## src/rtl/gabor_conv_engine.sv

```systemverilog
// Streaming KSIZE x KSIZE signed-coefficient convolution over a raster frame.
// Valid-only output positions, fixed-point rescale, optional magnitude, saturation.
//
// state | meaning
// IDLE  | waiting for start; coefficient bank writable
// RUN   | accepting pixels, producing results
// DRAIN | all pixels taken, waiting for last result to be consumed
// DONE  | one-cycle frame-complete pulse
module gabor_conv_engine #(
  parameter int DATA_W = 8,
  parameter int COEF_W = 16,
  parameter int FRAC_W = 12,
  parameter int KSIZE  = 3,
  parameter int IMG_W  = 16,
  parameter int IMG_H  = 16,
  parameter int OUT_W  = 16
) (
  input  logic                                  clk,
  input  logic                                  reset,
  input  logic                                  start,
  input  logic                                  abs_mode,
  input  logic                                  coef_we,
  input  logic [$clog2(KSIZE*KSIZE)-1:0]        coef_addr,
  input  logic signed [COEF_W-1:0]              coef_data,
  input  logic                                  pix_valid,
  input  logic [DATA_W-1:0]                     pix_data,
  output logic                                  pix_ready,
  output logic                                  res_valid,
  output logic signed [OUT_W-1:0]               res_data,
  input  logic                                  res_ready,
  output logic                                  busy,
  output logic                                  done
);

  localparam int NCOEF  = KSIZE * KSIZE;
  localparam int AW     = $clog2(NCOEF);
  localparam int PROD_W = DATA_W + 1 + COEF_W;
  localparam int SUM_W  = PROD_W + $clog2(NCOEF);
  localparam int CW     = $clog2(IMG_W);
  localparam int RW     = $clog2(IMG_H);

  localparam logic [AW:0]   NCOEF_C  = (AW+1)'(NCOEF);
  localparam logic [CW-1:0] COL_LAST = CW'(IMG_W - 1);
  localparam logic [CW-1:0] COL_K    = CW'(KSIZE - 1);
  localparam logic [RW-1:0] ROW_LAST = RW'(IMG_H - 1);
  localparam logic [RW-1:0] ROW_K    = RW'(KSIZE - 1);
  localparam logic signed [SUM_W-1:0] OMAX = {{(SUM_W-OUT_W+1){1'b0}}, {(OUT_W-1){1'b1}}};
  localparam logic signed [SUM_W-1:0] OMIN = {{(SUM_W-OUT_W+1){1'b1}}, {(OUT_W-1){1'b0}}};

  typedef enum logic [1:0] {IDLE, RUN, DRAIN, DONE} state_t;

  state_t state, state_nx;

  logic signed [COEF_W-1:0] coef [NCOEF];
  logic [DATA_W-1:0]        lbuf [KSIZE-1][IMG_W];
  logic [DATA_W-1:0]        win  [KSIZE][KSIZE];
  logic [DATA_W-1:0]        nwin [KSIZE][KSIZE];
  logic [DATA_W-1:0]        col_vec [KSIZE];
  logic [CW-1:0]            col;
  logic [RW-1:0]            row;
  logic                     abs_q;
  logic                     accept, produce, last_pix;
  logic signed [PROD_W-1:0] prod;
  logic signed [SUM_W-1:0]  acc, shifted, mag;
  logic signed [OUT_W-1:0]  sat;

  assign pix_ready = (state == RUN) && (!res_valid || res_ready);
  assign accept    = pix_valid && pix_ready;
  assign produce   = (row >= ROW_K) && (col >= COL_K);
  assign last_pix  = (row == ROW_LAST) && (col == COL_LAST);

  always_ff @(posedge clk or negedge reset) begin
    if (!reset) state <= IDLE;
    else        state <= state_nx;
  end

  always_comb begin
    state_nx = state;
    busy     = (state != IDLE);
    done     = (state == DONE);
    case (state)
      IDLE:    if (start) state_nx = RUN;
      RUN:     if (accept && last_pix) state_nx = DRAIN;
      DRAIN:   if (!res_valid) state_nx = DONE;
      DONE:    state_nx = IDLE;
      default: state_nx = IDLE;
    endcase
  end

  always_ff @(posedge clk or negedge reset) begin
    if (!reset) begin
      for (int k = 0; k < NCOEF; k++) coef[k] <= '0;
    end else if (coef_we && (state == IDLE) && ({1'b0, coef_addr} < NCOEF_C)) begin
      coef[coef_addr] <= coef_data;
    end
  end

  // Next window = current window shifted left with the incoming column on the right;
  // the result is computed from it so it lands one edge after acceptance.
  always_comb begin
    col_vec = '{default: '0};
    nwin    = '{default: '0};
    for (int i = 0; i < KSIZE-1; i++) col_vec[i] = lbuf[i][col];
    col_vec[KSIZE-1] = pix_data;
    for (int i = 0; i < KSIZE; i++) begin
      for (int j = 0; j < KSIZE-1; j++) nwin[i][j] = win[i][j+1];
      nwin[i][KSIZE-1] = col_vec[i];
    end
    acc  = '0;
    prod = '0;
    for (int i = 0; i < KSIZE; i++) begin
      for (int j = 0; j < KSIZE; j++) begin
        prod = $signed({1'b0, nwin[i][j]}) * coef[i*KSIZE + j];
        acc  = acc + {{(SUM_W-PROD_W){prod[PROD_W-1]}}, prod};
      end
    end
    shifted = acc >>> FRAC_W;
    mag     = (abs_q && shifted[SUM_W-1]) ? -shifted : shifted;
    if (mag > OMAX)      sat = OMAX[OUT_W-1:0];
    else if (mag < OMIN) sat = OMIN[OUT_W-1:0];
    else                 sat = mag[OUT_W-1:0];
  end

  // Pixel storage needs no reset: a window is only used once filled from the current frame.
  always_ff @(posedge clk) begin
    if (accept) begin
      for (int i = 0; i < KSIZE-2; i++) lbuf[i][col] <= lbuf[i+1][col];
      lbuf[KSIZE-2][col] <= pix_data;
      win <= nwin;
    end
  end

  always_ff @(posedge clk or negedge reset) begin
    if (!reset) begin
      col       <= '0;
      row       <= '0;
      abs_q     <= 1'b0;
      res_valid <= 1'b0;
      res_data  <= '0;
    end else begin
      if ((state == IDLE) && start) begin
        col   <= '0;
        row   <= '0;
        abs_q <= abs_mode;
      end else if (accept) begin
        if (col == COL_LAST) begin
          col <= '0;
          row <= row + 1'b1;
        end else begin
          col <= col + 1'b1;
        end
      end
      if (accept && produce) begin
        res_valid <= 1'b1;
        res_data  <= sat;
      end else if (res_ready) begin
        res_valid <= 1'b0;
      end
    end
  end

endmodule

```

## config.mk

```make
export PLATFORM = sky130hd
export DESIGN_NAME = gabor_conv_engine
export DESIGN_NICKNAME = d
export VERILOG_FILES = /design/src/rtl/gabor_conv_engine.sv
export SDC_FILE = /design/constraint.sdc
export NUM_CORES = 2
export LEC_CHECK = 0
export ABC_AREA = 0
export BUFFER_PORTS_ARGS = -buffer_cell sky130_fd_sc_hd__buf_2
export CORE_MARGIN = 4
export CORE_UTILIZATION = 65
export DETAILED_ROUTE_END_ITERATION = 10
export PLACE_DENSITY = 0.83
export SETUP_SLACK_MARGIN = 0.5
export SYNTH_ARGS = -nofsm -noshare
export SYNTH_HDL_FRONTEND = slang
export SYNTH_SLANG_ARGS = --single-unit
```

## constraint.sdc

```tcl
create_clock -name clk -period 20.2 [get_ports clk]
set_input_delay 1.01 -clock clk [delete_from_list [all_inputs] [get_ports clk]]
set_output_delay 1.01 -clock clk [all_outputs]
set_load 0.03 [all_outputs]
```

Yosys cells after proc, flatten, opt, wreduce, memory -nomap -nowiden
Memory sizes are Yosys's and may differ from the RTL's.
Cells that the tools add are included.
{"block": "classes", "addsub": 11, "multipliers": 9, "div": 0, "n_lt_le_gt_ge": 9, "n_eq_ne": 8, "shift": 0, "n_mux": 28, "bitwise_logic": 2, "n_reduce_logical": 21}
{"op": "multiplier 9 x 16 -> 25 bit", "count": 9}
{"op": "bitwise mux 144 bit", "count": 1}
{"op": "2-to-1 mux 128 bit", "count": 1}
{"op": "adder 29 bit", "count": 4}
{"op": "binary-select mux 8 bit (select 4 bit)", "count": 2}
{"op": "demux 16 bit (select 4 bit)", "count": 1}
{"op": "2-to-1 mux 16 bit", "count": 3}
{"op": "2-to-1 mux 8 bit", "count": 5}
{"op": "demux 8 bit (select 4 bit)", "count": 1}
{"op": "adder 28 x 25 -> 29 bit", "count": 1}
{"op": "> comparator 29 x 16 -> 1 bit, second input constant", "count": 1}
{"op": "less-than comparator 29 x 16 -> 1 bit, second input constant", "count": 1}
{"op": "2-to-1 mux 29 bit", "count": 1}
{"op": "negator 17 -> 29 bit", "count": 1}
{"op": "adder 27 x 25 -> 28 bit", "count": 1}
{"op": "adder 26 x 25 -> 27 bit", "count": 1}
{"op": "adder 25 x 25 -> 26 bit", "count": 1}
{"op": "2-to-1 mux 4 bit", "count": 6}
{"op": "logical AND 1 bit", "count": 12}
{"op": "greater-or-equal comparator 5 bit, second input constant", "count": 2}
{"op": "less-than comparator 5 x 1 -> 1 bit, second input constant", "count": 2}
{"op": "inverter 4 -> 5 bit", "count": 2}
{"op": "adder 4 x 1 -> 4 bit, second input constant", "count": 2}
{"op": "== test 4 bit, second input constant", "count": 2}
{"op": "15 further kinds", "count": 25}
{"block": "word_totals", "reg_bits": 220, "latch_bits": 0, "ramBits": 256, "romBits": 0, "inputBits": 35, "out_inout_bits": 20, "wordCells": 110, "memories": 1}
{"memory": "lbuf", "words": 2, "width": 128, "rd": 2, "rd_ports_with_merged_regs": 0, "wr": 2, "line_no": "55", "rtl": "logic [DATA_W-1:0] lbuf [KSIZE-1][IMG_W];"}

Longest topological paths before layout
{"block": "depth", "word_depth": 17, "mapped_depth": 59, "depth_no_buf": 53}

Worst setup path after synthesis
Ideal clock, no wire load.
{"block": "synth_path", "path_kind": "flip-flop to flip-flop", "start": "register col[0]", "end": "register res_data[10]", "setup_time_ns": 0.119, "arrival_time_ns": 13.957, "required_ns": 20.081, "slack_ns": 6.124, "stages_incl_launch_ff": 58, "n_path_buf": 5, "synth_period_minus_slack_ns": 14.076, "path_cell_list": "dfrtp_1 clkbuf_1 buf_2 buf_1 mux4_2 mux4_2 buf_1 nand2_1 fa_1 inv_1 fa_1 ha_1 inv_1 fa_1 inv_1 ha_1 a21o_1 a21oi_1 (+22 left out) fa_1 inv_1 fa_1 inv_1 ha_1 a21oi_2 o21a_2 o22a_2 o311ai_4 a2111oi_2 o21ai_2 a2111oi_4 nand3_2 mux2i_1 nand2_2 buf_6 o211ai_2 o21a_1"}
{"element": "start: declaration", "line_no": "59", "rtl": "logic [CW-1:0] col;"}
{"element": "start signal: assignment", "line_no": "150", "rtl": "col <= col + 1'b1;"}
{"element": "end signal: assignment", "line_no": "155", "rtl": "res_data <= sat;"}
{"element": "end: declaration", "line_no": "29", "rtl": "output logic signed [OUT_W-1:0] res_data,"}

Final worst setup path
{"block": "layout_path", "start": "register col[0]", "end": "register res_data[0]"}
{"block": "layout_between", "elab_chain_len": 17, "elab_cells_between_ends": 26, "cone_classes": "add/sub (8); mul (2); order compare (3); mux (9); bitwise (1); reduce/logical (3)"}
{"element": "inverter 4 -> 5 bit (implied by the code)", "line_no": "103", "rtl": "for (int i = 0; i < KSIZE-1; i++) col_vec[i] = lbuf[i][col];"}
{"element": "binary-select mux 8 bit (select 4 bit)", "line_no": "103"}
{"element": "2-to-1 mux 8 bit (implied by the code) (2 in series)", "line_no": "103"}
{"element": "multiplier 9 x 16 -> 25 bit", "line_no": "113", "rtl": "prod = $signed({1'b0, nwin[i][j]}) * coef[i*KSIZE + j];"}
{"element": "adder 26 x 25 -> 27 bit", "line_no": "114", "rtl": "acc = acc + {{(SUM_W-PROD_W){prod[PROD_W-1]}}, prod};"}
{"element": "adder 27 x 25 -> 28 bit", "line_no": "114"}
{"element": "adder 28 x 25 -> 29 bit", "line_no": "114"}
{"element": "adder 29 bit (4 in series)", "line_no": "114"}
{"element": "negator 17 -> 29 bit or logical AND 1 bit (tied branches)", "line_no": "118", "rtl": "mag = (abs_q && shifted[SUM_W-1]) ? -shifted : shifted;"}
{"element": "2-to-1 mux 29 bit", "line_no": "118"}
{"element": "less-than comparator 29 x 16 -> 1 bit", "line_no": "120", "rtl": "else if (mag < OMIN) sat = OMIN[OUT_W-1:0];"}
{"element": "2-to-1 mux 16 bit", "line_no": "120"}
{"element": "2-to-1 mux 16 bit", "line_no": "119", "rtl": "if (mag > OMAX) sat = OMAX[OUT_W-1:0];"}
Parallel ways exist; a longest one is shown, timed or not. The select of a mux whose other input is x is not followed.
A chain may end at the register's enable or synchronous reset.

==> reports/results.ini <==
[worst_setup_path]
cpMostUsedCell=fa_1
endpoint_kind=flip-flop
cp_data_required_time_ns=20.79
cpPeakStageDelay_ns=0.87
cp-start-kind=flip-flop
arrival_ns=16.61
setup.worst_path.class=flip-flop to flip-flop
crit_fanout=37
critPathSlowestCell=a211oi_2

[run]
drv_cap=0

[clock_network]
hold_buffers=0
clkLatencyLatePin_ns=0.67
cts_resized=0
clock_sinks=476
post-cts-setup-buffers=0
cts_root_buf=clkbuf_16
cts_buffer_depth=3
cts_tree=yes
cts_buffers=51
clk_pin_slew_ns=0.07
cts.htree.levels=2

[floorplanning]
die_height_um=319
die_area_um2=102000
io_pins=55
rows=113
core_um2=95400
start_util_pct=65.9
die_x_um=319

[timing]
fmax_mhz=62.4
fin_crit_ns=16.02
fin_skew_ns=0.0590
maxSlewViolCount=0
finalSetupTns_ns=0
tightest_slew_ns=1.25
setup_viol=0
hold_viol_final=0
min_period_over_period_pct=79.3
rsz0062_at_grt=false
maxSlewHeadroom_pct=16.6

[final_layout]
finalNetCount=7434
regArea_um2=13400
finalInstanceArea_um2=66200
post-route-util_pct=69.3
syn_to_final_growth_pct=5.20
drive_above_1_share_pct=7.64
fillCellCount=6685
multi_input_area_um2=43300

[route]
drt_wl_total_mm=154
drt_pass1_iterations=5
drc_errors=0
drt-wirelength-per-cell_um=21.8
final_antenna_net_count=0
vias=40900
viasPerCell=5.77
drt_iter0_drc=3435

[yosys]
synth_ff_type=edfxtp_1
async_reset_ff_share_pct=36.1
synth_top_area_share_pct=38.9
synthCells=5801
synth_edf_count=304
synthDistinctLibCells=75
ys_ff_latch=476
synth_nets=7462
syn_avg_cell_area_um2=10.8
synth_seq_area_share_pct=21.4
synthTopCellsByArea=fa_1, edfxtp_1, inv_1
yosysTopAreaCell=fa_1
yosys_warnings=0
synth_area_um2=62900

[grt]
grt_overflow=0
grtUsageTotal_pct=31.7
grt_max_degree=85
first_global_vias=45000
grt_first_pass_wirelength_mm=249
antenna_found_initial=7

[worst_hold_path]
min-delay-path-class=primary input to asynchronous set/reset pin

[place]
dp_hpwl_mm=121
globalplace.congestion=0.960
portBuffers=54
placed_area_um2=64400

[run_status]
status=finished, final reports clean

[placed cells by master, fill, tap and decap left out, types with 10 or more instances in the layout]
master     Yosys  final
buf_2          5     53
nand2_1      602    602
xnor2_1       93     93
xor2_1        38     38
o211ai_1      15     15
inv_1       1492   1492
o21bai_1      17     17
ha_1         405    405
o21a_1        26     26
and3_1        12     11
o211ai_2      11     11
clkbuf_16      0     52
edfxtp_1     304    304
and2_1       601    601
nand2b_1      10     10
dfrtp_1      172    170
nor2_1        76     75
fa_1        1221   1221
mux4_2        80     80
a21o_1        24     24
o21ai_0       22     22
a21oi_1       83     83
buf_4          1     30
nor3_1        34     30
nand3_1       29     29
mux2_2       148    148
[critical path: cells and delay by family, from the launching register on]
kind	cells	cell delay, ns
buffers and inverters	12	1.22
DFF	1	0.83
and+or+nand+nor	6	1.23
adders and majority gates	15	7.22
xor gates and xnor gates	1	0.11
AOI/OAI and AO/OA	13	3.63
muxes	3	1.65
[synthesized netlist by cell type (all sizes together), types with 6 or more instances]
| library cell | count |
|---|---|
| inv | 1492 |
| fa | 1221 |
| nand2 | 603 |
| and2 | 601 |
| ha | 405 |
| edfxtp | 304 |
| dfrtp | 172 |
| mux2 | 148 |
| clkbuf | 127 |
| xnor2 | 93 |
| a21oi | 87 |
| mux4 | 80 |
| nor2 | 76 |
| buf | 38 |
| xor2 | 38 |
| nor3 | 35 |
| nand3 | 30 |
| o21a | 27 |
| o211ai | 26 |
| a21o | 24 |
| o21ai | 24 |
| o21bai | 17 |
| and3 | 12 |
| nand2b | 10 |
| a211oi | 9 |
| a31oi | 9 |
| nor2b | 9 |
| nor4 | 7 |
| o2111ai | 7 |
| or3 | 7 |
| a31o | 6 |
| o31ai | 6 |
| or2 | 6 |
[registers in the layout, summed over array words and instances (netlist names)]
signal / cells
lbuf: 256
coef: 144
nwin: 48
res_data: 16
col: 4
row: 4
state: 2
abs_q: 1
res_valid: 1
[path summary, 6_finish.rpt]
kind	cells past startpoint	start	endpoint	slack, ns
worst max-delay path	50	col[0]	res_data[0]	4.18
min in group clk	1	res_data[5]	res_data[5]	0.54
worst min-delay path	1	reset	coef[115]	0.41
max in group asynchronous	2	reset	col[0]	18.54
worst max register to register	50	col[0]	res_data[0]	4.18
worst min register to register	1	res_data[5]	res_data[5]	0.54
[area by class of cell]
cell class | instances | share of cell area (%)
inverters | 1492 | 8.46
clock inverters | 27 | 0.567
well taps | 1265 | 2.39
diodes | 5 | 0.0189
clock buffers | 64 | 2.08
multi-input cells | 3668 | 65.4
repair buffers | 84 | 0.762
flip-flops and latches | 476 | 20.3
[per-stage QoR]
step | setup slack [ns] | cells | hold WS (ns)
2_1_floorplan | 6.12 | 5801 | 0.509
3_3_place_gp | 4.60 | 6985 | 0.526
3_5_place_dp | 4.35 | 6985 | 0.525
4_1_cts | 4.23 | 7076 | 0.450
5_1_grt | 3.20 | 7076 | 0.482
6_report | 4.18 | 7081 | 0.415
[cell families after synthesis]
group,after synthesis,share of synthesized area [%]
adders and majority gates,1626,46.9
xor gates and xnor gates,131,1.82
and+or+nand+nor,1412,11.3
DFF,476,21.4
muxes,233,5.59
AOI/OAI and AO/OA,266,3.05
buffers and inverters,1657,9.92
[routing by layer]
metal,part of all wire [%],global-route usage (%),wire [um]
met5,0.023,0,36
met2,48,51.7,74700
met3,8.8,5.60,13500
met1,37,41.8,56900
met4,5.8,15.0,9020
Power is left out: the tool's default activity adds up to more than one toggle a clock period on the data nets, which glitch-free logic cannot reach.
